[src/rtl/wash_sequencer.sv]
// wash_sequencer
//   Program-execution engine for the washing controller. Drives the program
//   ROM address (pc), decodes the 16-bit word {arg[15:8], opcode[7:0]} that the
//   ROM returns in the same cycle, and executes one instruction per clock.
//   It owns the loop counter, the blocking wait timer and the fill, drain and
//   motor run timers. The actuator timers count down on tick regardless of the
//   sequencer state.
//
//   Parameters
//     START_PC        pc loaded on start (words 0-1 hold halt)
//     ERR_ON_ILLEGAL  1: an unknown opcode halts with err; 0: 1-cycle no-op
//
//   Ports
//     clk, rst       clock, asynchronous active-high reset
//     start, abort   1-cycle command pulses (abort wins over everything)
//     tick           timebase enable for all timers
//     instr          instruction word at pc
//     pc             program counter
//     fill_valve, drain_valve, motor_fwd, motor_rev   actuator outputs
//     loop_cnt       loop counter register
//     busy, done, err  status (RUN/WAIT, halted cleanly, illegal opcode seen)
//
//   Build option
//     WASH_DOOR_INTERLOCK_EN adds input door_closed. While it is low the
//     actuator outputs are forced off, timers freeze, execution stalls and
//     start is ignored.
module wash_sequencer #(
  parameter logic [7:0] START_PC       = 8'd2,
  parameter bit         ERR_ON_ILLEGAL = 1'b1
) (
  input  logic        clk,
  input  logic        rst,
  input  logic        start,
  input  logic        abort,
  input  logic        tick,
`ifdef WASH_DOOR_INTERLOCK_EN
  input  logic        door_closed,
`endif
  input  logic [15:0] instr,
  output logic [7:0]  pc,
  output logic        fill_valve,
  output logic        drain_valve,
  output logic        motor_fwd,
  output logic        motor_rev,
  output logic [7:0]  loop_cnt,
  output logic        busy,
  output logic        done,
  output logic        err
);

  localparam logic [7:0] OP_HALT    = 8'h00;
  localparam logic [7:0] OP_WAIT    = 8'h01;
  localparam logic [7:0] OP_FILL    = 8'h02;
  localparam logic [7:0] OP_RELEASE = 8'h03;
  localparam logic [7:0] OP_FWD     = 8'h04;
  localparam logic [7:0] OP_REV     = 8'h05;
  localparam logic [7:0] OP_SET     = 8'h11;
  localparam logic [7:0] OP_DEC     = 8'h12;
  localparam logic [7:0] OP_JZ      = 8'h21;
  localparam logic [7:0] OP_JNZ     = 8'h22;

  typedef enum logic [1:0] {
    ST_IDLE,
    ST_RUN,
    ST_WAIT,
    ST_HALTED
  } state_t;

  state_t     state_q, state_d;
  logic [7:0] pc_q, pc_d;
  logic [7:0] loop_cnt_q, loop_cnt_d;
  logic [7:0] wait_tmr_q, wait_tmr_d;
  logic [7:0] fill_tmr_q, fill_tmr_d;
  logic [7:0] drain_tmr_q, drain_tmr_d;
  logic [7:0] motor_tmr_q, motor_tmr_d;
  logic       dir_rev_q, dir_rev_d;
  logic       err_q, err_d;
  logic       fill_valve_q, fill_valve_d;
  logic       drain_valve_q, drain_valve_d;
  logic       motor_fwd_q, motor_fwd_d;
  logic       motor_rev_q, motor_rev_d;
  logic       busy_q, busy_d;
  logic       done_q, done_d;

  logic [7:0] opcode;
  logic [7:0] arg;
  logic [7:0] pc_inc;
  logic       run_en;
  logic       tick_en;

  assign opcode = instr[7:0];
  assign arg    = instr[15:8];
  assign pc_inc = pc_q + 8'd1;

`ifdef WASH_DOOR_INTERLOCK_EN
  assign run_en = door_closed;
`else
  assign run_en = 1'b1;
`endif
  assign tick_en = tick & run_en;

  always_comb begin
    state_d    = state_q;
    pc_d       = pc_q;
    loop_cnt_d = loop_cnt_q;
    wait_tmr_d = wait_tmr_q;
    dir_rev_d  = dir_rev_q;
    err_d      = err_q;

    // Free-running actuator countdown; a load below overrides it.
    fill_tmr_d  = (tick_en && fill_tmr_q  != '0) ? fill_tmr_q  - 8'd1 : fill_tmr_q;
    drain_tmr_d = (tick_en && drain_tmr_q != '0) ? drain_tmr_q - 8'd1 : drain_tmr_q;
    motor_tmr_d = (tick_en && motor_tmr_q != '0) ? motor_tmr_q - 8'd1 : motor_tmr_q;

    case (state_q)
      ST_IDLE, ST_HALTED: begin
        if (start && run_en) begin
          pc_d    = START_PC;
          state_d = ST_RUN;
          err_d   = 1'b0;
        end
      end
      ST_WAIT: begin
        if (tick_en) begin
          wait_tmr_d = wait_tmr_q - 8'd1;
          if (wait_tmr_q == 8'd1) begin
            pc_d    = pc_inc;
            state_d = ST_RUN;
          end
        end
      end
      ST_RUN: begin
        if (run_en) begin
          case (opcode)
            OP_HALT: state_d = ST_HALTED;
            OP_WAIT: begin
              if (arg == '0) begin
                pc_d = pc_inc;
              end else begin
                wait_tmr_d = arg;
                state_d    = ST_WAIT;
              end
            end
            OP_FILL: begin
              fill_tmr_d  = arg;
              drain_tmr_d = '0;
              pc_d        = pc_inc;
            end
            OP_RELEASE: begin
              drain_tmr_d = arg;
              fill_tmr_d  = '0;
              pc_d        = pc_inc;
            end
            OP_FWD: begin
              motor_tmr_d = arg;
              dir_rev_d   = 1'b0;
              pc_d        = pc_inc;
            end
            OP_REV: begin
              motor_tmr_d = arg;
              dir_rev_d   = 1'b1;
              pc_d        = pc_inc;
            end
            OP_SET: begin
              loop_cnt_d = arg;
              pc_d       = pc_inc;
            end
            OP_DEC: begin
              loop_cnt_d = loop_cnt_q - 8'd1;
              pc_d       = pc_inc;
            end
            OP_JZ:  pc_d = (loop_cnt_q == '0) ? arg : pc_inc;
            OP_JNZ: pc_d = (loop_cnt_q != '0) ? arg : pc_inc;
            default: begin
              if (ERR_ON_ILLEGAL) begin
                state_d     = ST_HALTED;
                err_d       = 1'b1;
                fill_tmr_d  = '0;
                drain_tmr_d = '0;
                motor_tmr_d = '0;
              end else begin
                pc_d = pc_inc;
              end
            end
          endcase
        end
      end
      default: state_d = ST_IDLE;
    endcase

    if (abort) begin
      state_d     = ST_IDLE;
      pc_d        = '0;
      loop_cnt_d  = '0;
      wait_tmr_d  = '0;
      fill_tmr_d  = '0;
      drain_tmr_d = '0;
      motor_tmr_d = '0;
      dir_rev_d   = 1'b0;
      err_d       = 1'b0;
    end

    // Outputs are registered from next-state values so they change on the
    // same edge as the state they describe.
    fill_valve_d  = (fill_tmr_d  != '0);
    drain_valve_d = (drain_tmr_d != '0);
    motor_fwd_d   = (motor_tmr_d != '0) && !dir_rev_d;
    motor_rev_d   = (motor_tmr_d != '0) &&  dir_rev_d;
    busy_d        = (state_d == ST_RUN) || (state_d == ST_WAIT);
    done_d        = (state_d == ST_HALTED) && !err_d;
  end

  always_ff @(posedge clk or posedge rst) begin
    if (rst) begin
      state_q       <= ST_IDLE;
      pc_q          <= '0;
      loop_cnt_q    <= '0;
      wait_tmr_q    <= '0;
      fill_tmr_q    <= '0;
      drain_tmr_q   <= '0;
      motor_tmr_q   <= '0;
      dir_rev_q     <= 1'b0;
      err_q         <= 1'b0;
      fill_valve_q  <= 1'b0;
      drain_valve_q <= 1'b0;
      motor_fwd_q   <= 1'b0;
      motor_rev_q   <= 1'b0;
      busy_q        <= 1'b0;
      done_q        <= 1'b0;
    end else begin
      state_q       <= state_d;
      pc_q          <= pc_d;
      loop_cnt_q    <= loop_cnt_d;
      wait_tmr_q    <= wait_tmr_d;
      fill_tmr_q    <= fill_tmr_d;
      drain_tmr_q   <= drain_tmr_d;
      motor_tmr_q   <= motor_tmr_d;
      dir_rev_q     <= dir_rev_d;
      err_q         <= err_d;
      fill_valve_q  <= fill_valve_d;
      drain_valve_q <= drain_valve_d;
      motor_fwd_q   <= motor_fwd_d;
      motor_rev_q   <= motor_rev_d;
      busy_q        <= busy_d;
      done_q        <= done_d;
    end
  end

  assign pc          = pc_q;
  assign loop_cnt    = loop_cnt_q;
  assign err         = err_q;
  assign busy        = busy_q;
  assign done        = done_q;
  assign fill_valve  = fill_valve_q  & run_en;
  assign drain_valve = drain_valve_q & run_en;
  assign motor_fwd   = motor_fwd_q   & run_en;
  assign motor_rev   = motor_rev_q   & run_en;

endmodule

[config.mk]
export PLATFORM = sky130hd
export DESIGN_NAME = wash_sequencer
export DESIGN_NICKNAME = d
export VERILOG_FILES = /design/src/rtl/wash_sequencer.sv
export SDC_FILE = /design/constraint.sdc
export NUM_CORES = 1
export LEC_CHECK = 0
export ABC_CLOCK_PERIOD_IN_PS = 3900
export CORE_ASPECT_RATIO = 0.9
export CORE_UTILIZATION = 45
export DETAILED_ROUTE_END_ITERATION = 8
export HOLD_SLACK_MARGIN = 0.03
export PLACE_DENSITY_LB_ADDON = 0.3
export SLEW_MARGIN = 0
export SYNTH_ARGS = -nofsm -noshare
export SYNTH_HDL_FRONTEND = slang
export SYNTH_SLANG_ARGS = --single-unit
[constraint.sdc]
create_clock -name clk -period 3.9 [get_ports clk]
set_input_delay 0.39 -clock clk [delete_from_list [all_inputs] [get_ports clk]]
set_output_delay 0.39 -clock clk [all_outputs]
set_load 0.005 [all_outputs]
### Word level (Yosys, flattened, before mapping)

Index checks and enable logic that the tools add are counted.

| word-level totals | value |
|---|---|
| flip-flop bits (word level) | 58 |
| input port bits | 21 |
| output and inout bits | 23 |

| operators by class | value |
|---|---|
| add/sub/neg operators | 6 |
| eq/ne operators | 23 |
| muxes and demuxes | 43 |
| reductions and logical operators | 33 |

Operator list:

| cell | number |
|---|---|
| 8-bit two-way mux | 22 |
| 8-bit one-hot mux with 2 select lines | 5 |
| 8-bit nonzero test | 7 |
| 8-bit by 1-bit subtractor with 8-bit output (second input constant) | 5 |
| 8-bit one-hot mux with 4 select lines | 1 |
| 8-bit logical NOT | 3 |
| 8-bit one-hot mux with 3 select lines | 1 |
| 8-bit OR reduction | 3 |
| 8-bit by 1-bit equality test with 1-bit output (second input constant) | 2 |
| 8-bit by 2-bit equality test with 1-bit output (second input constant) | 2 |
| 8-bit by 3-bit equality test with 1-bit output (second input constant) | 2 |
| 8-bit by 5-bit equality test with 1-bit output (second input constant) | 2 |
| 8-bit by 6-bit equality test with 1-bit output (second input constant) | 2 |
| 3-bit inequality test (second input constant) | 5 |
| 2-bit two-way mux | 5 |
| 10-bit OR reduction | 1 |
| 8-bit by 1-bit adder with 8-bit output (second input constant) | 1 |
| 2-bit equality test (second input constant) | 4 |
| 1-bit logical AND | 6 |
| 6-bit inequality test (second input constant) | 1 |
| 2-bit one-hot mux with 3 select lines | 1 |
| 3-bit nonzero test | 2 |
| 6-bit OR reduction | 1 |
| 1-bit two-way mux | 5 |
| 12 further kinds | 16 |

### Logic depth before layout (Yosys ltp)

Gate-level depths: netlist of the first run.

| depth | value |
|---|---|
| word-level depth | 8 |
| mapped depth | 10 |

### Worst setup path before layout of the first run

No wires, ideal clock.

| timing path | value |
|---|---|
| kind | input to register |
| start point | input instr[9] |
| end point | register busy_q, in the netlist busy |
| library setup time | 126 ps |
| arrival time | 2119 ps |
| required time | 3774 ps |
| slack | 1655 ps |
| stages on the path | 7 |
| path buffers | 0 |
| cell sequence | or4_1 > or3_1 > a31o_2 > a21oi_1 > a211oi_1 > nor3_1 > ha_1 |

| between the ends | value |
|---|---|
| word-level cells in the longest chain between the ends | 7 |
| elaborated cells between the ends (all ways) | 8 |
| classes of those cells | 2 x eq/ne; 4 x mux; 2 x reduce/logical |

RTL lines:

| what | RTL line | source |
|---|---|---|
| start, declared | 39 | `input logic [15:0] instr,` |
| 8-bit logical NOT * | 137 | `if (arg == '0) begin` |
| 2-bit two-way mux * | 137 |  |
| 2-bit one-hot mux with 2 select lines * | 134 | `case (opcode)` |
| 2-bit one-hot mux with 3 select lines * | 115 | `case (state_q)` |
| 2-bit two-way mux * | 191 | `if (abort) begin` |
| via state_d[0] | 69 | `state_t state_q, state_d;` |
| 2-bit by 1-bit equality test with 1-bit output / 2-bit equality test (equally long branches) | 209 | `busy_d = (state_d == ST_RUN) \|\| (state_d == ST_WAIT);` |
| 1-bit logical OR * | 209 |  |
| via busy_d | 82 | `logic busy_q, busy_d;` |
| end signal, assigned | 244 | `busy_q <= busy_d;` |
| end, declared | 82 |  |

The timed path passes the listed nets; every way through them passes the cells marked *.
A chain may end at the register's enable or synchronous reset.

### Worst setup path in the final report of the first run

| timing path | value |
|---|---|
| start point | input instr[2] |
| end point | register busy_q, in the netlist busy |

| between the ends | value |
|---|---|
| word-level cells in the longest chain between the ends | 7 |
| elaborated cells between the ends (all ways) | 16 |
| classes of those cells | 11 x eq/ne; 3 x mux; 2 x reduce/logical |

RTL lines:

| what | RTL line |
|---|---|
| 8-bit by 6-bit equality test with 1-bit output (tied with other cells) | 134 |
| 8-bit OR reduction (no line) | - |
| 2-bit one-hot mux with 2 select lines * | 134 |
| 2-bit one-hot mux with 3 select lines * | 115 |
| 2-bit two-way mux * | 191 |
| via state_d[0] | 69 |
| 2-bit by 1-bit equality test with 1-bit output / 2-bit equality test (equally long branches) | 209 |
| 1-bit logical OR * | 209 |
| via busy_d | 82 |

Marks and branches as above.

==> results.sh, run 1 <==
export IMPL_power_leakage_nw=1.94
export IMPL_path_class="in2reg"
export IMPL_setup_viol=0
export IMPL_ant_nets=0
export IMPL_cts_clk_slew_worst_paths_ns=0.07
export IMPL_hold_path_class="in2async"
export IMPL_area_growth_pct=17.6
export IMPL_drt_iter0_markers=293
export IMPL_cts_tree="built"
export IMPL_fin_cells=633
export IMPL_synth_seq_cells=58
export IMPL_cts_buffer_depth=2
export IMPL_crit_fanout=11
export IMPL_synth_flop_cell="dfrtp_1"
export IMPL_synthArstFlopShare=1.00
export IMPL_cts_buffers=9
export IMPL_grt_pass1_wl_mm=18.6
export IMPL_hpwl_mm=8.07
export IMPL_yosysWarnings=0
export IMPL_wl_per_cell_um=17.7
export IMPL_worstPathRequired_ns=4.11
export IMPL_nets=543
export IMPL_die_w_um=102
export IMPL_initial_core_util=0.471
export IMPL_synth_edf_count=0
export IMPL_io_buffers=43
export IMPL_firstDrtPassIters=5
export IMPL_cp_arrival_ns=2.98
export IMPL_hold_viol=0
export IMPL_status="finished, final reports clean"
export IMPL_finalClockSkew_ns=0.00673
export IMPL_syn_instance_count=467
export IMPL_fin_crit_sh=0.709
export IMPL_clock_sinks=58
export IMPL_synthTopCellsByCount="dfrtp_1, a21oi_1, nand2_1"
export IMPL_cts_root_buf="clkbuf_8"
export IMPL_vias_per_cell=6.15
export IMPL_yosysUniqueCellTypes=72
export IMPL_synth_most_common_cell="dfrtp_1"
export IMPL_synth_nets=501
export IMPL_ios=44
export IMPL_via_count=3892
export IMPL_cts_resized=0
export IMPL_grt_max_degree=38
export IMPL_min_period_ns=2.77
export IMPL_postCtsSetupBuffers=0
export IMPL_netlist_area_mm2=0.00409
export IMPL_num_rows=32
export IMPL_dieHeight_um=92.4
export IMPL_worst_ir_drop_vdd_uv=454
export IMPL_grt_pass1_vias=3670
export IMPL_rsz0062_at_grt="no"
export IMPL_slew_viol_final=0
export IMPL_worstSkewPairLatency_ns=0.33
export IMPL_synth_seq_area_share=0.355
export IMPL_grt_remaining_overflow=0
export IMPL_drive_above_1_share=0.109
export IMPL_grtUsageTotal=0.254
export IMPL_coreArea_mm2=0.00869
export IMPL_dieArea_mm2=0.00947
export IMPL_postCtsHoldBufs=0
export IMPL_dp_cells=617
export IMPL_fill_cells=790
export IMPL_maxCapViolations=0
export IMPL_wl_mm=11.2
export IMPL_synthTopCellsByArea="dfrtp_1, a21oi_1, ha_1, nand2_1, o21ai_0"
export IMPL_startpoint_type="input port"
export IMPL_fin_setup_tns_ns=0
export IMPL_max_freq_ghz=0.362
export IMPL_gp_congestion=0.907
export IMPL_end_kind="flip-flop"
export IMPL_p_per_area_mw_per_mm2=616
export IMPL_worst_pin_slew_ns=0.858
export IMPL_ff2ff_path_depth=8
export IMPL_diodes=0
export IMPL_relSlewSlack=0.423
export IMPL_yosysTopAreaCellShare=0.355
export IMPL_htreeDepth=3
export IMPL_drc=0
export IMPL_yosysTopAreaCell="dfrtp_1"
export IMPL_antenna_found_initial=0
export IMPL_avgSynthCellArea_um2=8.76
==> layer usage <==
metal | track usage | vias up | part of all wire
met5 | 0 | - | 0
met4 | 0.0798 | 0 | 0.010
met2 | 0.367 | 154 | 0.45
met3 | 0.0392 | 14 | 0.062
met1 | 0.384 | 1888 | 0.47
li1 | - | 1836 | -
==> placed cells by master (no fill, tap or decap), types with 4 or more instances in the layout <==
| cell | n |
|---|---|
| a211oi_1 | 9 |
| a21boi_0 | 6 |
| a21oi_1 | 37 |
| a22oi_1 | 9 |
| a31oi_1 | 4 |
| and2_1 | 6 |
| and3_1 | 4 |
| buf_4 | 10 |
| clkbuf_8 | 10 |
| clkdlybuf4s50_1 | 43 |
| dfrtp_1 | 58 |
| ha_1 | 13 |
| inv_1 | 25 |
| mux2_2 | 6 |
| mux2i_1 | 6 |
| nand2_1 | 36 |
| nand2b_1 | 6 |
| nand3_1 | 18 |
| nand4_1 | 7 |
| nor2_1 | 25 |
| nor2b_1 | 4 |
| nor3_1 | 12 |
| nor4_1 | 11 |
| o21ai_0 | 23 |
| o21ai_1 | 4 |
| o22ai_1 | 15 |
| o31ai_1 | 14 |
| or2_2 | 5 |
| or3_1 | 6 |
| xnor2_1 | 11 |
| xor2_1 | 4 |
==> cell type report <==
type	count	area (um^2)	area share
clock buffers	13	149	0.0310
inverters	26	97.6	0.0203
well taps	119	149	0.0310
clock inverters	3	15.0	0.00312
repair buffers	53	505	0.105
flip-flops and latches	58	1450	0.302
multi-input cells	361	2440	0.508
==> flip-flops by register name, summed over array words and instances (netlist names) <==
| signal | flops |
|---|---|
| drain_tmr_q | 8 |
| fill_tmr_q | 8 |
| loop_cnt | 8 |
| motor_tmr_q | 8 |
| pc | 8 |
| wait_tmr_q | 8 |
| state_q | 2 |
| busy | 1 |
| dir_rev_q | 1 |
| done | 1 |
| drain_valve | 1 |
| err | 1 |
| fill_valve | 1 |
| motor_fwd | 1 |
| motor_rev | 1 |
==> worst max-delay path, stage by stage <==
cell	delay [ns]
clkdlybuf4s50_1	0.63
or2_1	0.36
or4_4	0.57
a31o_2	0.22
a21oi_1	0.15
a211oi_1	0.07
nor3_1	0.29
ha_1	0.28
==> per-stage QoR <==
step	hold slack (ns)	power, W	area, um^2	worst slack [ns]	util
after floorplan	0.473	0.00205	4090	1.66	-
after global placement	0.488	0.00243	4640	0.888	0.535
after detailed placement	0.504	0.00246	4640	0.823	0.535
after CTS	0.520	0.00295	4810	1.17	0.553
after global routing	0.594	0.00320	4810	1.05	0.553
final	0.521	0.00296	4810	1.13	0.553
==> report_power, final <==
part,switching [W],internal (W),leakage (nW)
clock network,0.000232,0.000245,0.0872
registers,0.000153,0.000759,0.785
logic,0.000894,0.000680,1.06
total,0.00128,0.00168,1.94
==> cell families (layout without fill, tap and decap cells) <==
family                     after synthesis  count (layout)  share of synthesized area
buffers and inverters                   48              95                     0.0480
and+or+nand+nor                        172             172                      0.244
AOI/OAI and AO/OA                      148             148                      0.246
DFF                                     58              58                      0.355
muxes                                   12              12                     0.0312
xor gates and xnor gates                16              16                     0.0361
adders and majority gates               13              13                     0.0398
==> worst paths after layout <==
kind | from | to | slack, ns
max | instr[2] | busy | 1.13
max in group asynchronous | rst | fill_tmr_q[7] | 2.59
min in group clk | wait_tmr_q[5] | wait_tmr_q[5] | 0.52
min | rst | pc[3] | 0.52
min reg2reg | wait_tmr_q[5] | wait_tmr_q[5] | 0.52
max reg2reg | state_q[1] | fill_valve | 1.26
(Power assumes the default switching activity.)
==> run 2: changes to the inputs <==
- ABC_CLOCK_PERIOD_IN_PS: 3900 -> 2600
- clock period: 3.9 -> 2.6 ns (I/O delays scaled with it)
==> results.sh, run 2 (same netlist as run 1, synthesis figures left out) <==
export IMPL_worstPathRequired_ns=2.82
export IMPL_cp_cell_sequence="nor4_1, and4_1, o2111ai_4, a21oi_1, o221a_2, o31ai_1"
export IMPL_relSlewSlack=0.545
export IMPL_slowest_delay_ns=0.60
export IMPL_grt_pass1_vias=3850
export IMPL_grt_remaining_overflow=0
export IMPL_num_rows=32
export IMPL_cts_root_buf="clkbuf_8"
export IMPL_critPathBufInv=0
export IMPL_dieArea_mm2=0.00947
export IMPL_min_period_ns=2.50
export IMPL_final_util=0.597
export IMPL_p_per_area_mw_per_mm2=938
export IMPL_initial_core_util=0.471
export IMPL_die_w_um=102
export IMPL_layout_commonest_cell="dfrtp_1"
export IMPL_final_setup_worst_slack_ns=0.101
export IMPL_critPathTopFamily="compound AO/OA/AOI/OAI gates"
export IMPL_grt_max_degree=46
export IMPL_io_buffers=43
export IMPL_cts_buffers=9
export IMPL_worstSkewPairLatency_ns=0.34
export IMPL_final_area_mm2=0.00519
export IMPL_dpl_instance_area_mm2=0.00497
export IMPL_critPathSlowestCell="nor4_1"
export IMPL_worst_ir_drop_vdd_uv=825
export IMPL_power_leakage_nw=2.17
export IMPL_crit_fanout=8
export IMPL_nets=582
export IMPL_end_kind="flip-flop"
export IMPL_vias_per_cell=6.06
export IMPL_clock_sinks=58
export IMPL_worst_pin_slew_ns=0.676
export IMPL_firstDrtPassIters=7
export IMPL_ant_nets=0
export IMPL_area_growth_pct=26.9
export IMPL_finalClockSkew_ns=0.00804
export IMPL_slew_viol_final=0
export IMPL_hold_viol=0
export IMPL_startpoint_type="flip-flop"
export IMPL_maxCapViolations=0
export IMPL_cp_arrival_ns=2.72
export IMPL_layout_common_cells="dfrtp_1, buf_4, clkdlybuf4s50_1, a21oi_1, nand2_1"
export IMPL_hold_path_class="in2async"
export IMPL_postCtsSetupBuffers=0
export IMPL_fin_cells=671
export IMPL_via_count=4068
export IMPL_dp_cells=656
export IMPL_diodes=0
export IMPL_antenna_found_initial=0
export IMPL_ios=44
export IMPL_htreeDepth=3
export IMPL_rsz0062_at_grt="no"
export IMPL_hold_ws_ns=0.194
export IMPL_cts_buffer_depth=2
export IMPL_grtUsageTotal=0.265
export IMPL_path_class="reg2reg"
export IMPL_coreArea_mm2=0.00869
export IMPL_hpwl_mm=8.69
export IMPL_post_place_ws_ns=-0.133
export IMPL_status="finished, final reports clean"
export IMPL_gp_congestion=0.952
export IMPL_grt_pass1_wl_mm=19.2
export IMPL_drc=0
export IMPL_wl_mm=11.9
export IMPL_fin_crit_sh=0.961
export IMPL_cts_clk_slew_worst_paths_ns=0.07
export IMPL_drt_iter0_markers=217
export IMPL_dieHeight_um=92.4
export IMPL_drive_above_1_share=0.174
export IMPL_wl_per_cell_um=17.7
export IMPL_setup_viol=0
export IMPL_max_freq_ghz=0.400
export IMPL_cts_tree="built"
[run 2: worst paths after layout]
check                               from             end  slack [ns]  cells past startpoint
setup / recovery             loop_cnt[4]           pc[1]        0.10                      6
hold / removal                       rst           pc[4]        0.19                      2
setup reg to reg             loop_cnt[4]           pc[1]        0.10                      6
hold reg to reg            wait_tmr_q[7]   wait_tmr_q[7]        0.52                      2
max in group asynchronous            rst  drain_tmr_q[5]        1.86                      3
min in group clk           wait_tmr_q[7]   wait_tmr_q[7]        0.52                      2
[run 2: cell type report]
class	instances	area [um^2]
inverter	26	97.6
tap	119	149
clock inverter	2	35.0
sequential	58	1450
clock buffer	13	169
timing repair buffer	92	836
fill	801	3500
multi-input combinational	361	2450
[run 2: per-layer routing]
layer / GRT usage / routed length (um)
met5: 0 / 0
met4: 0.0679 / 129
met3: 0.0604 / 710
met2: 0.425 / 5650
met1: 0.358 / 5370
[run 2: power breakdown]
part           switching [W]  leakage [nW]  total, W  internal (W)
clock network       0.000368         0.106  0.000883      0.000515
logic                0.00140          1.28   0.00261       0.00120
registers           0.000235         0.785   0.00137       0.00114
total                0.00201          2.17   0.00486       0.00286
[run 2: stage by stage]
step / total power (W) / setup TNS, ns
2_1_floorplan: 0.00308 / 0
3_3_place_gp: 0.00384 / -0.198
6_report: 0.00486 / 0
5_1_grt: 0.00522 / 0
3_5_place_dp: 0.00392 / -0.542
4_1_cts: 0.00483 / 0
[run 2: repair_timing]
item / in CTS / in global routing
setup endpoints to repair: 0 / 1
hold buffers: 0 / 0
hold endpoints to repair: 0 / 0
gates resized for setup: 0 / 1
